--- config.mk ---
export PLATFORM = sky130hd
export DESIGN_NAME = iob_cache_write_buffer
export DESIGN_NICKNAME = d
export VERILOG_FILES = /design/src/rtl/iob_cache_pkg.sv /design/src/rtl/iob_cache_wtb_mem.sv /design/src/rtl/iob_cache_write_buffer.sv
export SDC_FILE = /design/constraint.sdc
export NUM_CORES = 1
export LEC_CHECK = 0
export CORE_ASPECT_RATIO = 1.5
export CORE_MARGIN = 1
export CORE_UTILIZATION = 45
export CTS_CLUSTER_SIZE = 28
export DETAILED_ROUTE_END_ITERATION = 7
export PLACE_DENSITY_LB_ADDON = 0.12
export SLEW_MARGIN = 20
export SYNTH_ARGS = -nofsm -noshare
export SYNTH_HDL_FRONTEND = slang
export SYNTH_HIERARCHICAL = 1
export SYNTH_SLANG_ARGS = --single-unit
export TNS_END_PERCENT = 20
--- constraint.sdc ---
create_clock -name clk_i -period 7.2 [get_ports clk_i]
set_input_delay 0.72 -clock clk_i [delete_from_list [all_inputs] [get_ports clk_i]]
set_output_delay 0.72 -clock clk_i [all_outputs]
set_load 0.03 [all_outputs]
--- src/rtl/iob_cache_pkg.sv ---
// -----------------------------------------------------------------------------
// iob_cache_pkg
// Shared definitions for the cache write-through buffer.
//   - Default geometry (address, data and depth widths).
//   - Helper functions deriving NBYTES, DEPTH and the packed entry width from a
//     given configuration, so the buffer and its storage agree on the layout.
// Entry record layout (MSB..LSB): { addr, wdata, wstrb }.
// -----------------------------------------------------------------------------
package iob_cache_pkg;

  localparam int WTB_ADDR_W_DEF  = 30;
  localparam int WTB_DATA_W_DEF  = 32;
  localparam int WTB_DEPTH_W_DEF = 2;

  // Number of byte lanes in a data word.
  function automatic int wtb_nbytes(input int data_w);
    return data_w / 32'sd8;
  endfunction

  // Entry count for a given log2 depth.
  function automatic int wtb_depth(input int depth_w);
    return 32'sd1 <<< depth_w;
  endfunction

  // Width of one packed entry record { addr, wdata, wstrb }.
  function automatic int wtb_entry_w(input int addr_w, input int data_w);
    return addr_w + data_w + wtb_nbytes(data_w);
  endfunction

endpackage

--- src/rtl/iob_cache_wtb_mem.sv ---
// -----------------------------------------------------------------------------
// iob_cache_wtb_mem
// DEPTH-entry register file holding write-buffer entries.
//   clk_i             : clock
//   we_i              : write enable (already qualified by clock enable)
//   merge_i           : 0 = overwrite whole entry, 1 = byte-masked merge
//   wptr_i            : entry index written
//   waddr_i/wdata_i/wstrb_i : entry fields to write (wstrb_i is also the byte
//                       enable during a merge)
//   rptr_i            : entry index read (asynchronous)
//   raddr_o/rdata_o/rstrb_o : fields of the entry at rptr_i
// Storage is intentionally not reset; validity is tracked by the owner.
// -----------------------------------------------------------------------------
module iob_cache_wtb_mem
  import iob_cache_pkg::*;
#(
  parameter  int ADDR_W  = WTB_ADDR_W_DEF,
  parameter  int DATA_W  = WTB_DATA_W_DEF,
  parameter  int DEPTH_W = WTB_DEPTH_W_DEF,
  localparam int NBYTES  = wtb_nbytes(DATA_W)
) (
  input  logic               clk_i,
  input  logic               we_i,
  input  logic               merge_i,
  input  logic [DEPTH_W-1:0] wptr_i,
  input  logic [ADDR_W-1:0]  waddr_i,
  input  logic [DATA_W-1:0]  wdata_i,
  input  logic [NBYTES-1:0]  wstrb_i,
  input  logic [DEPTH_W-1:0] rptr_i,
  output logic [ADDR_W-1:0]  raddr_o,
  output logic [DATA_W-1:0]  rdata_o,
  output logic [NBYTES-1:0]  rstrb_o
);

  localparam int DEPTH    = wtb_depth(DEPTH_W);
  localparam int ENTRY_W  = wtb_entry_w(ADDR_W, DATA_W);
  localparam int STRB_LSB = 0;
  localparam int DATA_LSB = NBYTES;
  localparam int ADDR_LSB = NBYTES + DATA_W;

  logic [ENTRY_W-1:0] mem_r [DEPTH];
  logic [ENTRY_W-1:0] rd_entry_s;

  // Entry write: full overwrite on allocation; on merge only strobed bytes are
  // replaced and their strobe bits set, which ORs the strobes together.
  always_ff @(posedge clk_i) begin
    if (we_i) begin
      if (merge_i) begin
        for (int b = 0; b < NBYTES; b++) begin
          if (wstrb_i[b]) begin
            mem_r[wptr_i][DATA_LSB + b*8 +: 8] <= wdata_i[b*8 +: 8];
            mem_r[wptr_i][STRB_LSB + b]        <= 1'b1;
          end
        end
      end else begin
        mem_r[wptr_i] <= {waddr_i, wdata_i, wstrb_i};
      end
    end
  end

  assign rd_entry_s = mem_r[rptr_i];
  assign raddr_o    = rd_entry_s[ADDR_LSB +: ADDR_W];
  assign rdata_o    = rd_entry_s[DATA_LSB +: DATA_W];
  assign rstrb_o    = rd_entry_s[STRB_LSB +: NBYTES];

endmodule

--- src/rtl/iob_cache_write_buffer.sv ---
// -----------------------------------------------------------------------------
// iob_cache_write_buffer
// FIFO write buffer between the cache front-end and the memory back-end.
//   clk_i, arst_n_i, cke_i          : clock, async active-low reset, clock enable
//   push_valid_i/addr/wdata/wstrb   : front-end write request
//   push_ready_o                    : request accepted when high with valid
//   write_valid_o/addr/wdata/wstrb  : head entry presented to the back-end
//   write_ready_i                   : back-end consumes the head entry
//   empty_o, level_o                : occupancy (0..DEPTH)
// Optional feature (macro IOB_CACHE_WTB_MERGE_EN): a push whose address matches
// the tail entry is merged into it when at least two entries are held, so the
// head entry the back-end may be consuming is never modified.
// -----------------------------------------------------------------------------
module iob_cache_write_buffer
  import iob_cache_pkg::*;
#(
  parameter  int ADDR_W  = WTB_ADDR_W_DEF,
  parameter  int DATA_W  = WTB_DATA_W_DEF,
  parameter  int DEPTH_W = WTB_DEPTH_W_DEF,
  localparam int NBYTES  = wtb_nbytes(DATA_W)
) (
  input  logic               clk_i,
  input  logic               arst_n_i,
  input  logic               cke_i,
  input  logic               push_valid_i,
  input  logic [ADDR_W-1:0]  push_addr_i,
  input  logic [DATA_W-1:0]  push_wdata_i,
  input  logic [NBYTES-1:0]  push_wstrb_i,
  output logic               push_ready_o,
  output logic               write_valid_o,
  output logic [ADDR_W-1:0]  write_addr_o,
  output logic [DATA_W-1:0]  write_wdata_o,
  output logic [NBYTES-1:0]  write_wstrb_o,
  input  logic               write_ready_i,
  output logic               empty_o,
  output logic [DEPTH_W:0]   level_o
);

  // Level is one bit wider than the pointers so DEPTH itself is representable.
  localparam logic [DEPTH_W:0]   LEVEL_ZERO = {(DEPTH_W+1){1'b0}};
  localparam logic [DEPTH_W:0]   LEVEL_ONE  = (DEPTH_W+1)'(1'b1);
  localparam logic [DEPTH_W:0]   LEVEL_FULL = {1'b1, {DEPTH_W{1'b0}}};
  localparam logic [DEPTH_W-1:0] PTR_ONE    = DEPTH_W'(1'b1);

  logic [DEPTH_W-1:0] wr_ptr_r;
  logic [DEPTH_W-1:0] rd_ptr_r;
  logic [DEPTH_W:0]   level_r;

  logic               full_s;
  logic               merge_s;
  logic               push_s;
  logic               alloc_s;
  logic               pop_s;
  logic               mem_we_s;
  logic [DEPTH_W-1:0] mem_wptr_s;

`ifdef IOB_CACHE_WTB_MERGE_EN
  // Copy of the most recently allocated address, i.e. the tail entry address;
  // avoids a second read port on the register file.
  logic [ADDR_W-1:0]  tail_addr_r;

  // Tail address tracking; a merge keeps the same address so only allocations update it.
  always_ff @(posedge clk_i or negedge arst_n_i) begin
    if (!arst_n_i) begin
      tail_addr_r <= {ADDR_W{1'b0}};
    end else if (cke_i && alloc_s) begin
      tail_addr_r <= push_addr_i;
    end
  end

  // Merge eligibility: two or more entries held, so the tail is never the head.
  always_comb begin
    merge_s = 1'b0;
    if ((level_r > LEVEL_ONE) && (push_addr_i == tail_addr_r)) begin
      merge_s = 1'b1;
    end else begin
      merge_s = 1'b0;
    end
  end
`else
  assign merge_s = 1'b0;
`endif

  assign full_s        = (level_r == LEVEL_FULL);
  // Full refuses new allocations even if the head pops this same cycle.
  assign push_ready_o  = !full_s || merge_s;
  assign push_s        = push_valid_i && push_ready_o && cke_i;
  assign alloc_s       = push_s && !merge_s;
  assign pop_s         = write_valid_o && write_ready_i && cke_i;

  assign empty_o       = (level_r == LEVEL_ZERO);
  assign write_valid_o = !empty_o;
  assign level_o       = level_r;

  // Storage write port: allocations go to wr_ptr, merges to the tail entry behind it.
  always_comb begin
    mem_we_s   = alloc_s || (push_s && merge_s);
    mem_wptr_s = wr_ptr_r;
    if (merge_s) begin
      mem_wptr_s = wr_ptr_r - PTR_ONE;
    end else begin
      mem_wptr_s = wr_ptr_r;
    end
  end

  // Pointer and occupancy state; pointers wrap naturally since DEPTH is a power of two.
  always_ff @(posedge clk_i or negedge arst_n_i) begin
    if (!arst_n_i) begin
      wr_ptr_r <= {DEPTH_W{1'b0}};
      rd_ptr_r <= {DEPTH_W{1'b0}};
      level_r  <= LEVEL_ZERO;
    end else if (cke_i) begin
      if (alloc_s) begin
        wr_ptr_r <= wr_ptr_r + PTR_ONE;
      end
      if (pop_s) begin
        rd_ptr_r <= rd_ptr_r + PTR_ONE;
      end
      case ({alloc_s, pop_s})
        2'b10:   level_r <= level_r + LEVEL_ONE;
        2'b01:   level_r <= level_r - LEVEL_ONE;
        default: level_r <= level_r;
      endcase
    end
  end

  iob_cache_wtb_mem #(
    .ADDR_W  (ADDR_W),
    .DATA_W  (DATA_W),
    .DEPTH_W (DEPTH_W)
  ) u_mem (
    .clk_i   (clk_i),
    .we_i    (mem_we_s),
    .merge_i (merge_s),
    .wptr_i  (mem_wptr_s),
    .waddr_i (push_addr_i),
    .wdata_i (push_wdata_i),
    .wstrb_i (push_wstrb_i),
    .rptr_i  (rd_ptr_r),
    .raddr_o (write_addr_o),
    .rdata_o (write_wdata_o),
    .rstrb_o (write_wstrb_o)
  );

endmodule

; ---- Word level (Yosys, flattened, before mapping)
; Memory sizes are Yosys's and may differ from the RTL's.
; Index checks and enable logic that the tools add are counted.
[totals]
memories = 1
reg_bits = 7
ramBits = 264
out_inout_bits = 72
input_bits = 71
[memory_table]
columns = memory, words, width, rd, rd_clocked_by_memory_dff, write_ports, line
row1 = u_mem.mem_r, 4, 66, 1, 0, 1, iob_cache_wtb_mem.sv:41  ; logic [ENTRY_W-1:0] mem_r [DEPTH];
[classes]
n_mux = 3
eq_ne = 3
n_reduce_logical = 11
addsub = 4
[op_table]
columns = cell, n
row1 = case mux 3 bit (2 select lines), 1
row2 = AND reduction 2 bit, 3
row3 = adder 2 x 1 -> 2 bit (second input constant), 2
row4 = logical AND 1 bit, 4
row5 = adder 3 x 1 -> 3 bit (second input constant), 1
row6 = equality test 3 bit (second input constant), 1
row7 = logical NOT 3 bit, 1
row8 = subtractor 3 x 1 -> 3 bit (second input constant), 1
row9 = equality test 2 x 1 -> 1 bit (second input constant), 1
row10 = equality test 2 bit (second input constant), 1
row11 = logical NOT 1 bit, 2
row12 = 2-to-1 mux 1 bit, 2
row13 = nonzero test 2 bit, 1

; ---- Longest topological paths before layout
; Gate-level depths: netlist of run 1.
[logic_depth]
word_depth = 7
mapped_depth = 9

; ---- By module
; Netlist of run 1, hierarchy kept.
[modules_own_cells]
columns = module, instances, area_each_um2, cells_each
row1 = iob_cache_wtb_mem, 1, 9695.5, 378
row2 = iob_cache_write_buffer, 1, 360.3, 32

; ---- Least setup slack after synthesis of run 1
; OpenSTA, ideal clock, no wires.
[synth_timing]
kind = reg-to-reg
startpoint = register level_r[2], in the netlist level_o[2]
endpoint = memory u_mem/mem_r[1][36] in the netlist's numbering (enable)
period_less_slack_ps = 3910
path_slack_ps = 3290
setup_time_ps = 461
path_buffers = 0
stages_incl_launch_ff = 5
arrival_ps = 3449
cell_sequence = dfrtp_1 -> or3b_4 -> and3_4 -> nand2b_1 -> nor3b_1
[synth_via]
elab_chain_len = 6
[synth_rtl]
columns = element, line
row1 = "start, declared", iob_cache_write_buffer.sv:47  ; logic [DEPTH_W:0] level_r;
row2 = "start signal, assigned", iob_cache_write_buffer.sv:120  ; 2'b10: level_r <= level_r + LEVEL_ONE;
row3 = "start signal, assigned", iob_cache_write_buffer.sv:121  ; 2'b01: level_r <= level_r - LEVEL_ONE;
row4 = "start signal, assigned", iob_cache_write_buffer.sv:122  ; default: level_r <= level_r;
row5 = equality test 3 bit, iob_cache_write_buffer.sv:84  ; assign full_s = (level_r == LEVEL_FULL);
row6 = logical NOT 1 bit, iob_cache_write_buffer.sv:86  ; assign push_ready_o = !full_s || merge_s;
row7 = net push_ready_o, iob_cache_write_buffer.sv:29  ; output logic push_ready_o,
row8 = logical AND 1 bit (2 in series), iob_cache_write_buffer.sv:87  ; assign push_s = push_valid_i && push_ready_o && cke_i;
row9 = net alloc_s, iob_cache_write_buffer.sv:52  ; logic alloc_s;
row10 = 2-to-1 mux 1 bit, iob_cache_wtb_mem.sv:47  ; if (we_i) begin
row11 = 2-to-1 mux 1 bit (implied by the code), iob_cache_wtb_mem.sv:56  ; mem_r[wptr_i] <= {waddr_i, wdata_i, wstrb_i};
row12 = "end, declared", iob_cache_wtb_mem.sv:41
; The timed path passes the listed nets, and every way through them passes these cells.

; ---- Worst setup path in the final report of run 1
[layout_timing]
startpoint = register rd_ptr_r[0]
endpoint = output write_wstrb_o[2]
[layout_via]
elab_chain_len = 1
[layout_rtl]
columns = element, line
row1 = "start, declared", iob_cache_write_buffer.sv:46  ; logic [DEPTH_W-1:0] rd_ptr_r;
row2 = "start signal, assigned", iob_cache_write_buffer.sv:110  ; rd_ptr_r <= {DEPTH_W{1'b0}};
row3 = "start signal, assigned", iob_cache_write_buffer.sv:117  ; rd_ptr_r <= rd_ptr_r + PTR_ONE;
row4 = memory (4 x 66 bit), --
row5 = "end, declared", iob_cache_write_buffer.sv:33  ; output logic [NBYTES-1:0] write_wstrb_o,
; No other way between the ends.

==> results of run 1 <==
worst min-delay path by stage:
| stage | start | endpoint | slack [ns] | cells past startpoint |
|---|---|---|---|---|
| floorplan | arst_n_i | level_o[0] | 0.42 | 0 |
| global placement | level_o[2] | level_o[2] | 0.52 | 1 |
| detailed placement | level_o[2] | level_o[2] | 0.53 | 1 |
| CTS | arst_n_i | mem_wptr_s[1] | 0.49 | 1 |
| global route | arst_n_i | mem_wptr_s[1] | 0.52 | 1 |
| finish | arst_n_i | mem_wptr_s[1] | 0.50 | 1 |
cells by family (layout without fill, tap and decap cells):
family | count (synthesis) | in the layout | synth area share, %
DFF | 271 | 271 | 80.58
muxes | 66 | 66 | 14.78
and+or+nand+nor | 42 | 42 | 2.289
buffers and inverters | 19 | 199 | 1.232
xor gates and xnor gates | 7 | 7 | 0.6097
adders and majority gates | 2 | 2 | 0.3235
AOI/OAI and AO/OA | 2 | 2 | 0.1493
other | 1 | 6 | 0.03729
final cells by class:
type                       instances  area (µm²)  area share (%)
clock buffer                      37       743.2           5.885
clock inverter                    11       98.84          0.7827
inverter                           5       20.02          0.1585
multi-input combinational        125        1864           14.76
sequential                       271        8110           64.22
tap                              272       340.3           2.695
timing repair buffer             146        1451           11.49
power by group through the flow:
| stage | Sequential, µW | Combinational, µW | Clock, µW |
|---|---|---|---|
| after global routing | 2100 | 1650 | 1420 |
| final | 2070 | 1560 | 1320 |
| after detailed placement | 2120 | 1580 | 0 |
| after floorplan | 1950 | 1140 | 0 |
| after CTS | 2080 | 1590 | 1360 |
| after global placement | 2110 | 1580 | 0 |
per-layer routing:
metal / GRT usage (%) / wire, µm / vias to the layer above / share of wire, %
li1: - / - / 2045 / -
met1: 20.84 / 7012 / 2383 / 38
met5: 0 / 0 / - / 0
met4: 5.571 / 447 / 0 / 2.4
met3: 3.664 / 1099 / 34 / 5.9
met2: 30.21 / 10130 / 145 / 54
worst max-delay path: cells and delay by family, from the launching register on:
family / cells / cell delay (ns)
multiplexers: 1 / 0.60
flip-flops: 1 / 0.99
buffers and inverters: 2 / 1.21
cells in the mapped netlist:
master,instances
clkinv_2,1
xor2_1,3
nand2_1,2
nor3_1,1
buf_4,2
mux4_2,66
o311a_1,1
and3_4,1
edfxtp_1,264
conb_1,1
nor2b_1,5
nand4_1,1
nand3b_1,2
fa_1,1
nor2_1,17
dfrtp_1,7
nand3_1,1
ha_1,1
and3_1,1
buf_2,5
or3b_4,1
or3_1,1
buf_6,5
o21ai_1,1
nand2b_1,6
inv_1,4
nor3b_1,2
or3b_2,1
xnor2_1,4
clkbuf_1,2
through the flow:
| step | setup WS (ns) | total power (µW) |
|---|---|---|
| after CTS | 2.959 | 5031 |
| after global placement | 3.552 | 3684 |
| final | 3.099 | 4949 |
| after detailed placement | 3.526 | 3698 |
| after floorplan | 3.290 | 3090 |
| after global routing | 2.818 | 5171 |
state kept, by name, summed over array words and instances, names as in the netlist:
register	count
rd_ptr_r	2
mem_wptr_s	2
u_mem/mem_r	264
level_o	3
placed cells by master, fill, tap and decap left out, types with 5 or more instances in the layout:
master	count
nand2b_1	6
nor2_1	17
clkdlybuf4s50_1	142
dfrtp_1	5
nor2b_1	5
clkbuf_1	7
conb_1	6
clkbuf_16	27
edfxtp_1	264
mux4_2	66
clkinv_1	5
clkinv_2	5
==> impl_metrics.json, run 1 <==
{
  "die_area_um2": 22960,
  "p_leak_uw": 0.004042,
  "core_um2": 21800,
  "critPathCapture": "write_wstrb_o[2]",
  "dp.cells": 819,
  "worstReg2RegStart": "level_o[2]",
  "fill_cells": 1655,
  "required_ns": 6.48,
  "swShare_pct": 30.76,
  "postPlaceCellArea_um2": 11790,
  "crit_type": "flip-flop to primary output",
  "synth-seq-cells": 271,
  "r2r_slack_ns": 4.54,
  "setup_viol": 0,
  "post_layout_nonfiller_instances": 867,
  "finalHoldViolCount": 0,
  "synth.largest_area_cell": "edfxtp_1",
  "power.share.sequential_pct": 41.8,
  "slowest_delay_ns": 0.99,
  "r2r_end": "u_mem/mem_r[0][17]",
  "routed_wl_mm": 18.69,
  "crit_path_end_kind": "primary output",
  "antenna_found_initial": 0,
  "via_per_inst": 5.314,
  "first_global_vias": 5151,
  "period_share_pct": 56.96,
  "finClkSkew_ns": 0.02130,
  "grt.total_usage_pct": 17.19,
  "drt_iter0_markers": 332,
  "syn_area_um2": 10060,
  "postRouteAntennaNets": 0,
  "final_util_pct": 57.93,
  "p_sw_uw": 1522,
  "r2r_cells": 4,
  "dr.pass1.iters": 4,
  "synth-seq-area-share_pct": 80.58,
  "chipHeight_um": 185.1,
  "dpl.hpwl_mm": 11.69,
  "p_clk_share_pct": 26.6,
  "area_growth_pct": 25.58,
  "postCtsSetupBuffers": 0,
  "nets": 648,
  "fin_setup_tns_ns": 0,
  "synth_top_cells_by_area": "edfxtp_1 (79%), mux4_2 (15%), dfrtp_1 (1.7%)",
  "slew_headroom_pct": 22.51,
  "clkTransAtPathRegs_ns": 0.06,
  "cts-htree-levels": 1,
  "clkSinkCount": 271,
  "wire_per_inst_um": 21.55,
  "core.rowCount": 66,
  "diodes": 0,
  "io_pins": 143,
  "syn_area_per_cell_um2": 24.53,
  "power_density_nw_per_um2": 391.9,
  "yosysWarnings": 6,
  "initial_utilization_pct": 46.13,
  "grt_pass1_wl_mm": 28.86,
  "status": "completed",
  "crit_arrival_ns": 3.38,
  "internal-power_uw": 3427,
  "fin_crit_ns": 4.101,
  "fp.dieW_um": 124.1,
  "postCtsHoldBufs": 0,
  "cp_max_fo": 43,
  "cp_slowest_cell": "dfrtp_4",
  "cts_resized": 0,
  "crit_chain": "buf_4, mux4_2, clkdlybuf4s50_1",
  "synth.top_cell.area_share_pct": 78.84,
  "cts_tree": "built",
  "drive_gt1_share_pct": 19.50,
  "rsz0062_at_grt": "false",
  "hold_class": "primary input to asynchronous set/reset pin",
  "hold_ws_ns": 0.5027,
  "vias": 4607,
  "cp-startpoint": "rd_ptr_r[0]",
  "crit_path_start_kind": "flip-flop",
  "vdd_ir_drop_max_uv": 267.3,
  "final_area_um2": 12630,
  "gp_congestion": 0.7373,
  "root_buffer": "clkbuf_16",
  "insertion_delay_ns": 0.52,
  "numCtsBuffers": 26,
  "syn-instance-count": 410,
  "slew_viol_final": 0,
  "numPortBuffers": 142,
  "worstMarginPinSlew_ns": 1.158,
  "synth_cell_types": 30,
  "clock_path_buffers": 3,
  "p_comb_share_pct": 31.6,
  "grt_max_degree": 68,
  "drv_cap": 0,
  "fmax_mhz": 243.8,
  "drc": 0,
  "gr-total-overflow": 0
}
Power figures use the tool's default switching activity.
==> inputs of run 2 (changes only) <==
clock period = 4 ns   (was 7.2 ns; I/O delays follow)
==> impl_metrics.json, run 2 (synthesis gave the netlist of run 1 again) <==
{
  "grt_max_degree": 68,
  "largest_reg_flops": 264,
  "gp_congestion": 0.7111,
  "drc": 0,
  "power.share.sequential_pct": 39.8,
  "period_share_pct": 83.13,
  "p_comb_share_pct": 34.2,
  "p_sw_uw": 2783,
  "grt_pass1_wl_mm": 28.61,
  "fin_crit_ns": 3.325,
  "clkSinkCount": 271,
  "worstMarginPinSlew_ns": 1.042,
  "slew_viol_final": 0,
  "layout_common_cells": "edfxtp_1 (264), clkdlybuf4s50_1 (142), mux4_2 (66), clkbuf_16 (25), nor2_1 (17)",
  "numCtsBuffers": 25,
  "postPlaceCellArea_um2": 11830,
  "numPortBuffers": 142,
  "first_global_vias": 5130,
  "hold_ws_ns": 0.1532,
  "crit_type": "flip-flop to primary output",
  "drt_iter0_markers": 266,
  "crit_chain": "buf_4, mux4_2, clkdlybuf4s50_1",
  "crit_path_start_kind": "flip-flop",
  "routed_wl_mm": 18.46,
  "wire_per_inst_um": 21.29,
  "rsz0062_at_grt": "false",
  "finalHoldViolCount": 0,
  "crit_path_end_kind": "primary output",
  "clock_path_buffers": 3,
  "layout_commonest_cell": "edfxtp_1",
  "vdd_ir_drop_max_uv": 385.4,
  "drive_gt1_share_pct": 20.50,
  "antenna_found_initial": 0,
  "fmax_mhz": 300.7,
  "postCtsSetupBuffers": 0,
  "gr-total-overflow": 0,
  "crit_arrival_ns": 2.93,
  "cp_slowest_cell": "dfrtp_4",
  "final_area_um2": 12630,
  "drv_cap": 0,
  "root_buffer": "clkbuf_16",
  "dp.cells": 822,
  "dr.pass1.iters": 5,
  "cts_resized": 0,
  "clkTransAtPathRegs_ns": 0.07,
  "fp.dieW_um": 124.1,
  "fin_setup_tns_ns": 0,
  "final_util_pct": 57.95,
  "core.rowCount": 66,
  "swShare_pct": 31.24,
  "diodes": 0,
  "cp_max_fo": 33,
  "largest-register": "u_mem/mem_r",
  "core_um2": 21800,
  "via_per_inst": 5.322,
  "vias": 4614,
  "area_growth_pct": 25.63,
  "p_clk_share_pct": 25.9,
  "io_pins": 143,
  "internal-power_uw": 6125,
  "cts_tree": "built",
  "nets": 650,
  "die_area_um2": 22960,
  "chipHeight_um": 185.1,
  "required_ns": 3.60,
  "insertion_delay_ns": 0.51,
  "setup_viol": 0,
  "slowest_delay_ns": 0.87,
  "postCtsHoldBufs": 0,
  "cts-htree-levels": 1,
  "hold_class": "primary input to asynchronous set/reset pin",
  "slew_headroom_pct": 30.25,
  "dpl.hpwl_mm": 11.61,
  "postRouteAntennaNets": 0,
  "grt.total_usage_pct": 16.93,
  "initial_utilization_pct": 46.13,
  "status": "completed",
  "power_density_nw_per_um2": 705.2,
  "finClkSkew_ns": 0.008428,
  "p_leak_uw": 0.004050,
  "post_layout_nonfiller_instances": 867
}
[run 2: changes by cell type in the layout (fill, tap and decap cells not counted), moves of 2 or more]
cell       delta
clkinv_2      +5
buf_12        +2
clkbuf_8      -3
clkinv_1      -2
clkbuf_16     -2
clkbuf_1      -4
[run 2: path summary, 6_finish.rpt]
check                                 from  slack, ns  cells after the start                  to
setup / recovery               rd_ptr_r[0]       0.67                      3     write_addr_o[2]
hold / removal                    arst_n_i       0.15                      1          level_o[2]
setup reg to reg                level_o[2]       1.45                      4  u_mem/mem_r[0][10]
hold reg to reg                 level_o[2]       0.57                      1          level_o[2]
max in group asynchronous         arst_n_i       3.57                      1         rd_ptr_r[1]
min in group clk_i         push_addr_i[25]       0.53                      1  u_mem/mem_r[1][61]
[run 2: power groups by stage]
stage	registers [µW]	logic, µW	clock network [µW]
after detailed placement	3620	3090	0
after global routing	3590	3230	2490
after floorplan	3510	2050	0
after global placement	3610	3080	0
final	3550	3050	2310
after CTS	3560	3110	2380
[run 2: metrics by stage]
stage                     total power [µW]  worst slack [ns]
final                                 8909            0.6747
after global placement                6688             1.129
after floorplan                       5562           0.09042
after detailed placement              6716             1.102
after global routing                  9312            0.4535
after CTS                             9049            0.5662
[run 2: cell type report]
cell class | count | area [µm²]
Fill cell | 1624 | 9168
Sequential cell | 271 | 8110
Multi-Input combinational cell | 125 | 1864
Timing Repair Buffer | 149 | 1499
Clock buffer | 28 | 636.9
Tap cell | 272 | 340.3
Clock inverter | 17 | 162.7
Inverter | 5 | 20.02
[run 2: worst max-delay path, delay by kind of cell (launching register included)]
family                 cells  cell delay, ns
multiplexers               1            0.54
buffers and inverters      2            0.98
flip-flops                 1            0.87
[run 2: routing by layer]
layer | vias up | GRT usage [%] | routed length (µm)
met4 | 0 | 5.619 | 402
met1 | 2383 | 20.77 | 7116
met5 | - | 0 | 0
met3 | 33 | 3.264 | 1127
met2 | 152 | 29.70 | 9814
li1 | 2046 | - | -
